`src/rtl/recovered_bit_deframer.sv`:
```
// Packs a 0..2 bit/cycle recovered stream into bytes, hunts for the
// sync word and emits framed payload bytes while locked.
module recovered_bit_deframer #(
  parameter logic [7:0] SYNC_WORD = 8'hD5,
  parameter int         FRAME_LEN = 16,
  parameter int         MISS_MAX  = 3
) (
  input  logic       clk,
  input  logic       areset,
  input  logic [1:0] bit_data,
  input  logic [1:0] bit_cnt,
  output logic [7:0] byte_out,
  output logic       byte_valid,
  output logic       frame_start,
  output logic       locked,
  output logic       sync_err,
  output logic       cnt_err
);

  typedef enum logic {HUNT, LOCKED} state_t;

  localparam logic [7:0] LAST = 8'(FRAME_LEN);
  localparam logic [2:0] MMAX = 3'(MISS_MAX);

  state_t     state, state_n;
  logic [7:0] win, win_n;
  logic [3:0] fill, fill_n;
  logic [2:0] pos, pos_n;
  logic [7:0] idx, idx_n;
  logic [2:0] miss, miss_n;
  logic       bv_n, fs_n, se_n;
  logic [7:0] bo_n;
  logic [1:0] nb;
  logic       b, use_bit;

  // Walk the (up to two) bits of this cycle in arrival order
  always_comb begin
    state_n = state;
    win_n   = win;
    fill_n  = fill;
    pos_n   = pos;
    idx_n   = idx;
    miss_n  = miss;
    bv_n    = 1'b0;
    fs_n    = 1'b0;
    se_n    = 1'b0;
    bo_n    = byte_out;
    b       = 1'b0;
    use_bit = 1'b0;
    nb      = (bit_cnt == 2'd3) ? 2'd0 : bit_cnt;
    for (int k = 0; k < 2; k++) begin
      use_bit = (k == 0) ? (nb != 2'd0) : (nb == 2'd2);
      b       = (k == 0) ? bit_data[0] : bit_data[1];
      if (use_bit) begin
        win_n = {win_n[6:0], b};
        if (state_n == HUNT) begin
          if (fill_n != 4'd8)
            fill_n = fill_n + 4'd1;
          if (fill_n == 4'd8 && win_n == SYNC_WORD) begin
            state_n = LOCKED;
            pos_n   = 3'd0;
            idx_n   = 8'd0;
            miss_n  = 3'd0;
          end
        end else if (pos_n != 3'd7) begin
          pos_n = pos_n + 3'd1;
        end else begin
          pos_n = 3'd0;
          if (idx_n == LAST) begin
            idx_n = 8'd0;
            if (win_n == SYNC_WORD) begin
              miss_n = 3'd0;
            end else begin
              se_n   = 1'b1;
              miss_n = miss_n + 3'd1;
              if (miss_n == MMAX) begin
                state_n = HUNT;
                win_n   = 8'd0;
                fill_n  = 4'd0;
              end
            end
          end else begin
            bv_n  = 1'b1;
            bo_n  = win_n;
            fs_n  = (idx_n == 8'd0);
            idx_n = idx_n + 8'd1;
          end
        end
      end
    end
  end

  // Framing state and registered outputs
  always_ff @(posedge clk or posedge areset) begin
    if (areset) begin
      state       <= HUNT;
      win         <= 8'd0;
      fill        <= 4'd0;
      pos         <= 3'd0;
      idx         <= 8'd0;
      miss        <= 3'd0;
      byte_out    <= 8'd0;
      byte_valid  <= 1'b0;
      frame_start <= 1'b0;
      locked      <= 1'b0;
      sync_err    <= 1'b0;
      cnt_err     <= 1'b0;
    end else begin
      state       <= state_n;
      win         <= win_n;
      fill        <= fill_n;
      pos         <= pos_n;
      idx         <= idx_n;
      miss        <= miss_n;
      byte_out    <= bo_n;
      byte_valid  <= bv_n;
      frame_start <= fs_n;
      locked      <= (state_n == LOCKED);
      sync_err    <= se_n;
      cnt_err     <= (bit_cnt == 2'd3);
    end
  end

endmodule
```
`config.mk`:
```
export PLATFORM = sky130hd
export DESIGN_NAME = recovered_bit_deframer
export DESIGN_NICKNAME = d
export VERILOG_FILES = /design/src/rtl/recovered_bit_deframer.sv
export SDC_FILE = /design/constraint.sdc
export NUM_CORES = 1
export LEC_CHECK = 0
export CAP_MARGIN = 20
export CORE_UTILIZATION = 55
export DETAILED_ROUTE_END_ITERATION = 6
export GPL_ROUTABILITY_DRIVEN = 0
export PLACE_DENSITY = 0.75
export SETUP_SLACK_MARGIN = 0.05
export SLEW_MARGIN = 5
export SYNTH_ARGS = -nofsm -noshare
export SYNTH_HDL_FRONTEND = slang
export SYNTH_SLANG_ARGS = --single-unit
```
`constraint.sdc`:
```
create_clock -name clk -period 4 [get_ports clk]
set_input_delay 0.8 -clock clk [delete_from_list [all_inputs] [get_ports clk]]
set_output_delay 0.8 -clock clk [all_outputs]
set_load 0.005 [all_outputs]
```
==> results.toml <==
[floorplan]
core_area_sq_mm = 0.00524
ios = 19
initial_utilization_pct = 58.3
die_x_um = 76.5
die_h_um = 76.5
rows = 26
dieArea_sq_mm = 0.00586

[yosys]
synthesis.nets = 376
synth_ff_type = "dfrtp_1"
synth_area_sq_mm = 0.00305
ys_async_sr_fraction_pct = 100
yosysSeqAreaShare_pct = 31.1
synth_cells = 354
synth_area_per_cell_sq_um = 8.63
synth_edf_count = 0
synth-seq-cells = 38
ys_types = 74
yosys_warnings = 0

[final_layout]
fin_util_pct = 68.9
nets = 421
most-common-layout-cells = "nand2_1 (39), dfrtp_1 (38), buf_4 (34)"
synthToLayoutAreaGrowth_pct = 18.2
fillers = 442
drive_gt1_share_pct = 15.5
n_antenna_cell = 0
final_common_cell = "nand2_1"

[drt]
via_count = 3011
drc = 0
drtIter0Drc = 216
wl_per_cell_um = 17.6
firstDrtPassIters = 5
wirelength_um = 8250
via_per_inst = 6.41
antenna_left = 0

[clocking]
root_buffer = "clkbuf_8"
cts_buffers = 5
cts_tree = "built"
worstSkewPairLatency_ns = 0.30
post-cts-setup-buffer-count = 0
holdBufCountCts = 0
post_cts_resize_count = 0
path_clk_slew_ns = 0.08
ctsHtreeMaxLevel = 2
cts_buffer_depth = 2
clock_sinks = 38

[placement]
io_buffers = 18
hpwl_um = 6410

[timing]
tightest_slew_ns = 0.903
slew_violations = 0
period_needed_ns = 3.69
setup_viol = 0
fin_crit_sh_pct = 92.1
rsz0062_at_grt = "false"
hold_violations = 0
max_freq_mhz = 271
fin_skew_ns = 0.00622
relSlewSlack_pct = 39.7
finalSetupTns_ns = 0

[global_routing]
grt_overflow_total = 0
grt_util_all_layers_pct = 30.1
antenna_found_initial = 0
grt_pass1_vias = 2872
grt_max_degree = 23
grt_pass1_wl_um = 13800

[critical_path]
cp.required_ns = 4.17
cp_max_fo = 8
reg2reg_slack_ns = 0.40
crit_path_start = "bit_cnt[0]"
endpoint = "fill[3]$_DFF_PP0_"
endpoint_kind = "flip-flop"
r2r-end = "idx[7]$_DFF_PP0_"
cp-start-kind = "input pin"
ff2ff_path_depth = 16
reg2reg_from = "fill[0]$_DFF_PP0_"
crit_arrival_ns = 3.86
worst-setup-path-type = "in2reg"

[power_and_ir_drop]
powerDensity_mw_per_mm2 = 347
power.leakage_nw = 1.57
ir_drop_uv = 199

[job]
max_cap_viol_count = 0

[worst_hold_path]
hold_path.class = "reg2reg"

[outcome]
status = "finished clean"
==> routing by layer <==
metal | vias to the layer above | GRT usage, % | part of all wire (%) | wire [um]
met5 | - | 0 | 0 | 0
met4 | 0 | 11.2 | 1.9 | 159
met3 | 12 | 4.79 | 6.8 | 559
met2 | 132 | 48.5 | 47 | 3860
met1 | 1463 | 40.8 | 44 | 3670
li1 | 1404 | - | - | -
==> how the worst min path moves through the flow <==
stage	start	to	slack (ns)	cells past startpoint
after detailed placement	byte_out[2]$_DFF_PP0_	byte_out[2]$_DFF_PP0_	0.57	2
after CTS	byte_out[7]$_DFF_PP0_	byte_out[7]$_DFF_PP0_	0.59	2
after global routing	byte_out[2]$_DFF_PP0_	byte_out[2]$_DFF_PP0_	0.64	2
after global placement	byte_out[7]$_DFF_PP0_	byte_out[7]$_DFF_PP0_	0.56	2
final	byte_out[7]$_DFF_PP0_	byte_out[7]$_DFF_PP0_	0.58	2
after floorplan	byte_out[1]$_DFF_PP0_	byte_out[1]$_DFF_PP0_	0.55	2
==> critical path: stages <==
cell and delay (ns):
clkdlybuf4s50_1 0.48, inv_1 0.05, ha_1 0.37, buf_4 0.19, nand3b_1 0.11, o21ai_0 0.08, nand2_1 0.08, o311a_1 0.22
ha_1 0.16, o311ai_0 0.19, nor4_4 0.44, nand2_1 0.21, nor3b_2 0.32, o221ai_1 0.16
==> sequential cells by signal (all words and copies together), names as in the netlist, 3 cells and up <==
signal    flops
idx           8
miss          3
pos           3
byte_out      8
win           7
fill          4
==> cell usage after synthesis, types with 3 or more instances <==
| cell | n | area [sq um] |
|---|---|---|
| a211oi_1 | 7 | 52.6 |
| a21boi_0 | 4 | 30.0 |
| a21oi_1 | 21 | 105 |
| a31oi_1 | 5 | 31.3 |
| and2_1 | 6 | 37.5 |
| and3_1 | 4 | 25.0 |
| clkbuf_1 | 11 | 41.3 |
| dfrtp_1 | 38 | 951 |
| ha_1 | 16 | 200 |
| inv_1 | 15 | 56.3 |
| mux2_2 | 4 | 45.0 |
| mux2i_1 | 18 | 180 |
| nand2_1 | 39 | 146 |
| nand2b_1 | 6 | 37.5 |
| nand3_1 | 5 | 25.0 |
| nand4_1 | 5 | 31.3 |
| nor2_1 | 27 | 101 |
| nor2b_1 | 3 | 18.8 |
| nor3_1 | 9 | 45.0 |
| nor3b_1 | 4 | 30.0 |
| nor4_1 | 3 | 18.8 |
| o21a_1 | 5 | 37.5 |
| o21ai_0 | 21 | 105 |
| o21ai_1 | 3 | 15.0 |
| o22ai_1 | 6 | 37.5 |
| o311a_1 | 3 | 30.0 |
| or3_1 | 3 | 18.8 |
| xnor2_1 | 3 | 26.3 |
==> metrics by stage <==
step                worst slack, ns  instances  power [W]  hold WS (ns)  area [sq um]
global placement              0.153        462   0.000952         0.556          3510
detailed placement           0.0333        462   0.000966         0.566          3510
CTS                           0.355        470    0.00125         0.586          3610
finish                        0.314        470    0.00125         0.584          3610
floorplan                     0.345        354   0.000823         0.553          3050
global route                  0.104        470    0.00133         0.639          3610
==> cells by family (layout without fill, tap and decap cells) <==
kind of cell | after synthesis | count (layout) | synth area share, %
buffers and inverters | 31 | 77 | 4.14
DFF | 38 | 38 | 31.1
and+or+nand+nor | 135 | 135 | 24.4
muxes | 23 | 23 | 7.74
xor gates and xnor gates | 5 | 5 | 1.43
AOI/OAI and AO/OA | 106 | 106 | 24.6
adders and majority gates | 16 | 16 | 6.55
==> area by class of cell <==
cell class | instances | area, sq um | share of cell area, %
Clock buffer | 6 | 82.6 | 2.29
Inverter | 17 | 63.8 | 1.77
Timing Repair Buffer | 52 | 435 | 12.1
Tap cell | 70 | 87.6 | 2.43
Sequential cell | 38 | 951 | 26.3
Multi-Input combinational cell | 285 | 1980 | 54.8
Clock inverter | 2 | 12.5 | 0.347
==> where the power goes <==
part           switching [W]  internal (W)  leakage [nW]
sequential         0.0000641      0.000431         0.476
clock               0.000147      0.000139        0.0472
combinational       0.000269      0.000205          1.05
Power figures use the tool's default switching activity.
==> patch 1 (config.mk and constraints unchanged) <==
Add an input register stage for `bit_data` and `bit_cnt`; this delays them by one clock.
--- a/src/rtl/recovered_bit_deframer.sv
+++ b/src/rtl/recovered_bit_deframer.sv
@@ -21,6 +21,14 @@
 
   localparam logic [7:0] LAST = 8'(FRAME_LEN);
   localparam logic [2:0] MMAX = 3'(MISS_MAX);
+
+  logic [1:0] bit_data_q;
+  logic [1:0] bit_cnt_q;
+
+  always_ff @(posedge clk) begin
+    bit_data_q <= bit_data;
+    bit_cnt_q  <= bit_cnt;
+  end
 
   state_t     state, state_n;
   logic [7:0] win, win_n;
@@ -47,10 +55,10 @@
     bo_n    = byte_out;
     b       = 1'b0;
     use_bit = 1'b0;
-    nb      = (bit_cnt == 2'd3) ? 2'd0 : bit_cnt;
+    nb      = (bit_cnt_q == 2'd3) ? 2'd0 : bit_cnt_q;
     for (int k = 0; k < 2; k++) begin
       use_bit = (k == 0) ? (nb != 2'd0) : (nb == 2'd2);
-      b       = (k == 0) ? bit_data[0] : bit_data[1];
+      b       = (k == 0) ? bit_data_q[0] : bit_data_q[1];
       if (use_bit) begin
         win_n = {win_n[6:0], b};
         if (state_n == HUNT) begin
@@ -117,7 +125,7 @@
       frame_start <= fs_n;
       locked      <= (state_n == LOCKED);
       sync_err    <= se_n;
-      cnt_err     <= (bit_cnt == 2'd3);
+      cnt_err     <= (bit_cnt_q == 2'd3);
     end
   end
 
Check against the original RTL: not equivalent (Yosys sat finds a counterexample within 4 cycles, from zero or initial values and one cycle with areset high).
==> patch 1 against the unedited design <==
- final cell count fell by 2.8%
- power is 8.8% lower
- die area increased by 2.6%
- routed wire length down 5.7%
- design area is 1.7% lower
- via count decreased by 5.5%
- area after synthesis grew 2.6%
- worst setup slack gained 40 ps
- sequential cell count grew 4
- critical path type is now reg2reg
- largest cell class unchanged
==> patch 1: results (changes against the unedited design) <==
| Metric | Value |
|---|---|
| Outcome | completed |
| First-pass GRT wire length | 13.0 mm (-5.9%) |
| Min-delay src | bit_cnt_q[0]$_DFF_P_ |
| Num CTS Buffers | 5 (unchanged) |
| Hold/Removal Path Class | reg2reg |
| Dpl hpwl | 5.93 mm (-7.5%) |
| Syn_area_per_cell | 8.75 sq um (+1.5%) |
| Clk root buf | clkbuf_8 |
| R2R cell count | 13 (-3) |
| Hold slack | 501 ps (-83.0 ps) |
| Vias in the first global route | 2657 (-7.5%) |
| Skew final | 6.08 ps (-0.136 ps) |
| Slowest stage cell, crit path | nor4_4 |
| Largest net degree at the start of global routing | 39 (+70%) |
| VDD IR max | 0.000170 V (-15%) |
| Mapped Nets | 380 (+1.1%) |
| Synthesis Warnings | 0 (unchanged) |
| Initial DRC count | 286 (+32%) |
| Top cells by area, synth | dfrtp_1, ha_1, mux2i_1, nand2_1, a21oi_1 |
| Total Routing Usage GR | 27.8% (-2.3 points) |
| Initial Util | 56.9% (-1.4 points) |
| Layout cell share with drive strength beyond 1 | 11.4% (-4.1 points) |
| Critical path arrival | 3810 ps (-50 ps) |
| Largest registers | byte_out: 8 flops, idx: 8 flops, win: 7 flops |
| Worst-case clock buffer depth | 2 (unchanged) |
| Congestion Overflow GR | 0 (unchanged) |
| LEAKAGE | 1.50 nW (-4.4%) |
| Total number of vias | 2844 (-5.5%) |
| Register-to-Register Setup Slack | 350 ps (-50 ps) |
| Clock transition at the registers of the reported paths | 80 ps (about the same) |
| Crit path max fanout | 7 (-1) |
| Initial antenna violation count | 0 (unchanged) |
| Hold Path End | cnt_err$_DFF_PP0_ |
| Inst Count DP | 449 (-2.8%) |
| DR WL/cell | 17.0 microns (-3.0%) |
| Ys async rst share | 90.5% (-9.5 points) |
| Critical R2R Launch | fill[0]$_DFF_PP0_ |
| Fill cells | 467 (+5.7%) |
| Post-synthesis sequential area ratio | 32.9% (+1.8 points) |
| CTS H-Tree Depth | 2 (unchanged) |
| Setup ws final | 354 ps (+39.7 ps) |
| Worst reg2reg endpoint | fill[3]$_DFF_PP0_ |
| # diodes | 0 (unchanged) |
| Hold-critical path depth | 1 (-1) |
| Worst relative slew slack | 45.7% (+6.0 points) |
| Vias per inst | 6.22 (-2.9%) |
| Unique masters post-synth | 75 (+1.4%) |
| Top cells by count, synth | nand2_1, dfrtp_1, nor2_1 |
| NumNets Final | 406 (-3.6%) |
| Critical Path Max Stage Delay | 450 ps (-30 ps) |
| Worst slack at placement | 272 ps (+239 ps) |
## patch 1: cell types whose count changed after synthesis
cell,before,now
dfxtp_1,0,4
## patch 1: power by group
part	total (W)	internal [W]	switching, W
Clock	0.000273	0.000123	0.000150
Combinational	0.000361	0.000147	0.000214
Sequential	0.000510	0.000461	0.0000489
## patch 1: worst max-delay path by stage
stage	from	endpoint	slack, ps	cells after the start
floorplan	fill[0]$_DFF_PP0_	idx[7]$_DFF_PP0_	540	15
global placement	fill[0]$_DFF_PP0_	win[5]$_DFF_PP0_	390	14
detailed placement	fill[0]$_DFF_PP0_	idx[7]$_DFF_PP0_	270	15
CTS	fill[0]$_DFF_PP0_	idx[7]$_DFF_PP0_	260	15
global route	fill[0]$_DFF_PP0_	win[1]$_DFF_PP0_	50	13
finish	fill[0]$_DFF_PP0_	fill[3]$_DFF_PP0_	350	13
## patch 1: cells by family (layout without fill, tap and decap cells)
| group | count (synthesis) | after routing | share of synthesized area [%] |
|---|---|---|---|
| adders and majority gates | 16 | 16 | 6.39 |
| and+or+nand+nor | 135 | 135 | 23.8 |
| xor gates and xnor gates | 5 | 5 | 1.40 |
| DFF | 42 | 42 | 32.9 |
| buffers and inverters | 31 | 58 | 4.03 |
| AOI/OAI and AO/OA | 106 | 106 | 24.0 |
| muxes | 23 | 23 | 7.54 |
## patch 1: area by class of cell
| class | count | area share (%) |
|---|---|---|
| inverter | 17 | 1.80 |
| tap | 72 | 2.54 |
| clock inverter | 2 | 0.388 |
| clock buffer | 6 | 2.04 |
| multi-input combinational | 285 | 55.9 |
| timing repair buffer | 33 | 8.25 |
| sequential | 42 | 29.0 |
## patch 1: layer usage
metal / GRT usage [%] / routed length (microns) / vias up
li1: - / - / 1378
met1: 38.0 / 3500 / 1349
met2: 45.9 / 3690 / 106
met3: 5.29 / 503 / 11
met4: 5.28 / 80 / 0
met5: 0 / 0 / -
## patch 1: critical path, delay by kind of cell (launching register included)
| family | cells | cell delay (ps) |
|---|---|---|
| AOI/OAI and AO/OA | 6 | 1460 |
| and+or+nand+nor | 3 | 990 |
| DFF | 1 | 430 |
| adders and majority gates | 2 | 360 |
| buffers and inverters | 2 | 260 |
## patch 1: repair_timing
action | in CTS | in global routing
setup endpoints to repair | 0 | 20
setup buffers | 0 | 0
endpoints found under the hold margin | 0 | 0
resized for setup | 0 | 2
## patch 1: metrics by stage
step / area, sq um / total power [W]
finish: 3550 / 0.00114
global route: 3550 / 0.00121
global placement: 3450 / 0.000865
CTS: 3540 / 0.00115
floorplan: 3130 / 0.000788
detailed placement: 3450 / 0.000874
==> patch 2 (same settings) <==
Made on the original files. `FRAME_LEN`: 16 -> 12.
--- a/src/rtl/recovered_bit_deframer.sv
+++ b/src/rtl/recovered_bit_deframer.sv
@@ -2,7 +2,7 @@
 // sync word and emits framed payload bytes while locked.
 module recovered_bit_deframer #(
   parameter logic [7:0] SYNC_WORD = 8'hD5,
-  parameter int         FRAME_LEN = 16,
+  parameter int         FRAME_LEN = 12,
   parameter int         MISS_MAX  = 3
 ) (
   input  logic       clk,
Behaviour: no difference found for any inputs over 4 cycles, from zero or initial values and one cycle with areset high; that may be too few to reach the edited logic, so the function may still have changed.
==> patch 2 against the unedited design <==
- area after synthesis is 7.0% higher
- design area is 11% higher
- sequential cell count stayed put
- worst setup slack worse by 110 ps
- routed wire length is 18% higher
- clock skew hardly changed
- non-clock buffer count is 9 higher
- critical endpoint is now win[6]$_DFF_PP0_
Power is not compared: it rests on default switching activity, and its combinational part moved more than twofold at a synthesized area within 25%.
==> patch 2: results (changes against the unedited design) <==
| Metric | Value |
|---|---|
| NumNets Final | 449 (+6.7%) |
| Fraction of area in registers | 23.8% (-2.6 points) |
| Slowest stage cell, crit path | or4_4 |
| Met3 routed WL | 882 microns (+58%) |
| Final cell count without fillers | 500 (+6.4%) |
| Vias in the first global route | 3134 (+9.1%) |
| Seq cells | 38 (unchanged) |
| Critical path arrival | 3960 ps (+100 ps) |
| Invs w/o clock | 19 (+2) |
| Worst slack at placement | -265 ps (-298 ps) |
| Met3 Resource Use GR | 7.47% (+2.7 points) |
| Post-layout util | 71.3% (+2.4 points) |
| Post-synthesis sequential area ratio | 29.1% (-2.0 points) |
| Cell family with most CP delay | compound AO/OA/AOI/OAI gates |
| Crit path max fanout | 6 (-2) |
| R2R cell count | 14 (-2) |
| Fill cells | 448 (+1.4%) |
| Syn Inst Count | 381 (+7.6%) |
| Vias per inst | 6.54 (+2.1%) |
| DR WL/cell | 19.5 microns (+11%) |
| Total Routing Usage GR | 32.5% (+2.4 points) |
| Unique masters post-synth | 71 (-4.1%) |
| First-pass GRT wire length | 15.7 mm (+13%) |
| Top cells by count, synth | nand2_1, dfrtp_1, o21ai_0 |
| Largest net degree at the start of global routing | 31 (+35%) |
| Met2 usage | 51.6% (+3.2 points) |
| Critical Path Max Stage Delay | 500 ps (+20 ps) |
| Skew final | 6.15 ps (-0.0697 ps) |
| Routed length on met1 | 3.94 mm (+7.4%) |
| DR WL met2 | 4.75 mm (+23%) |
| Comb. pwr | 0.00101 W |
| NonClk Buf Share | 13.0% (+0.92 points) |
| Mapped Nets | 403 (+7.2%) |
| Post-DP Area | 3740 sq um (+6.5%) |
| Worst relative slew slack | 52.7% (+13 points) |
| Outcome | completed |
| Initial DRC count | 257 (+19%) |
| Multi-input gate share of the layout cell area | 55.6% (+0.87 points) |
| Hold Path End | byte_out[5]$_DFF_PP0_ |
| Bufs w/o clock | 61 (+17%) |
| CP endpoint | win[6]$_DFF_PP0_ |
| Met1 Use GR | 42.2% (+1.4 points) |
| Register-to-Register Setup Slack | 290 ps (-110 ps) |
| Top cells by area, synth | dfrtp_1, ha_1, nand2_1, o21ai_0, mux2i_1 |
| Inst Count DP | 488 (+5.6%) |
| Setup ws final | 207 ps (-108 ps) |
| Hold slack | 583 ps (-0.335 ps) |
| Crit. Startpoint | bit_data[0] |
| Min-delay src | byte_out[5]$_DFF_PP0_ |
| Dpl hpwl | 6.80 mm (+6.1%) |
patch 2: cell types whose count changed after synthesis, sizes merged, moves of 5 or more:
cell / unedited run / this run
o31ai: 3 / 9
a21boi: 6 / 1
nor2: 27 / 22
nand3: 5 / 12
nor3: 9 / 3
nand4: 5 / 12
a31o: 0 / 5
mux2i: 18 / 11
o41ai: 0 / 5
a211oi: 8 / 0
a31oi: 5 / 11
patch 2: repair_timing:
item	in CTS	in global routing
setup buffers	2	2
pin swaps	4	4
resized for setup	2	14
setup endpoints to repair	4	33
patch 2: worst min-delay path, delay by kind of cell (launching register included):
kind | cells | cell delay [ps]
compound gates | 1 | 140
mux | 1 | 60
flops | 1 | 340
patch 2: cells by family after synthesis:
kind of cell | synth area share, %
and+or+nand+nor | 24.5
DFF | 29.1
xor gates and xnor gates | 2.41
AOI/OAI and AO/OA | 27.1
adders and majority gates | 6.12
buffers and inverters | 5.36
muxes | 5.43
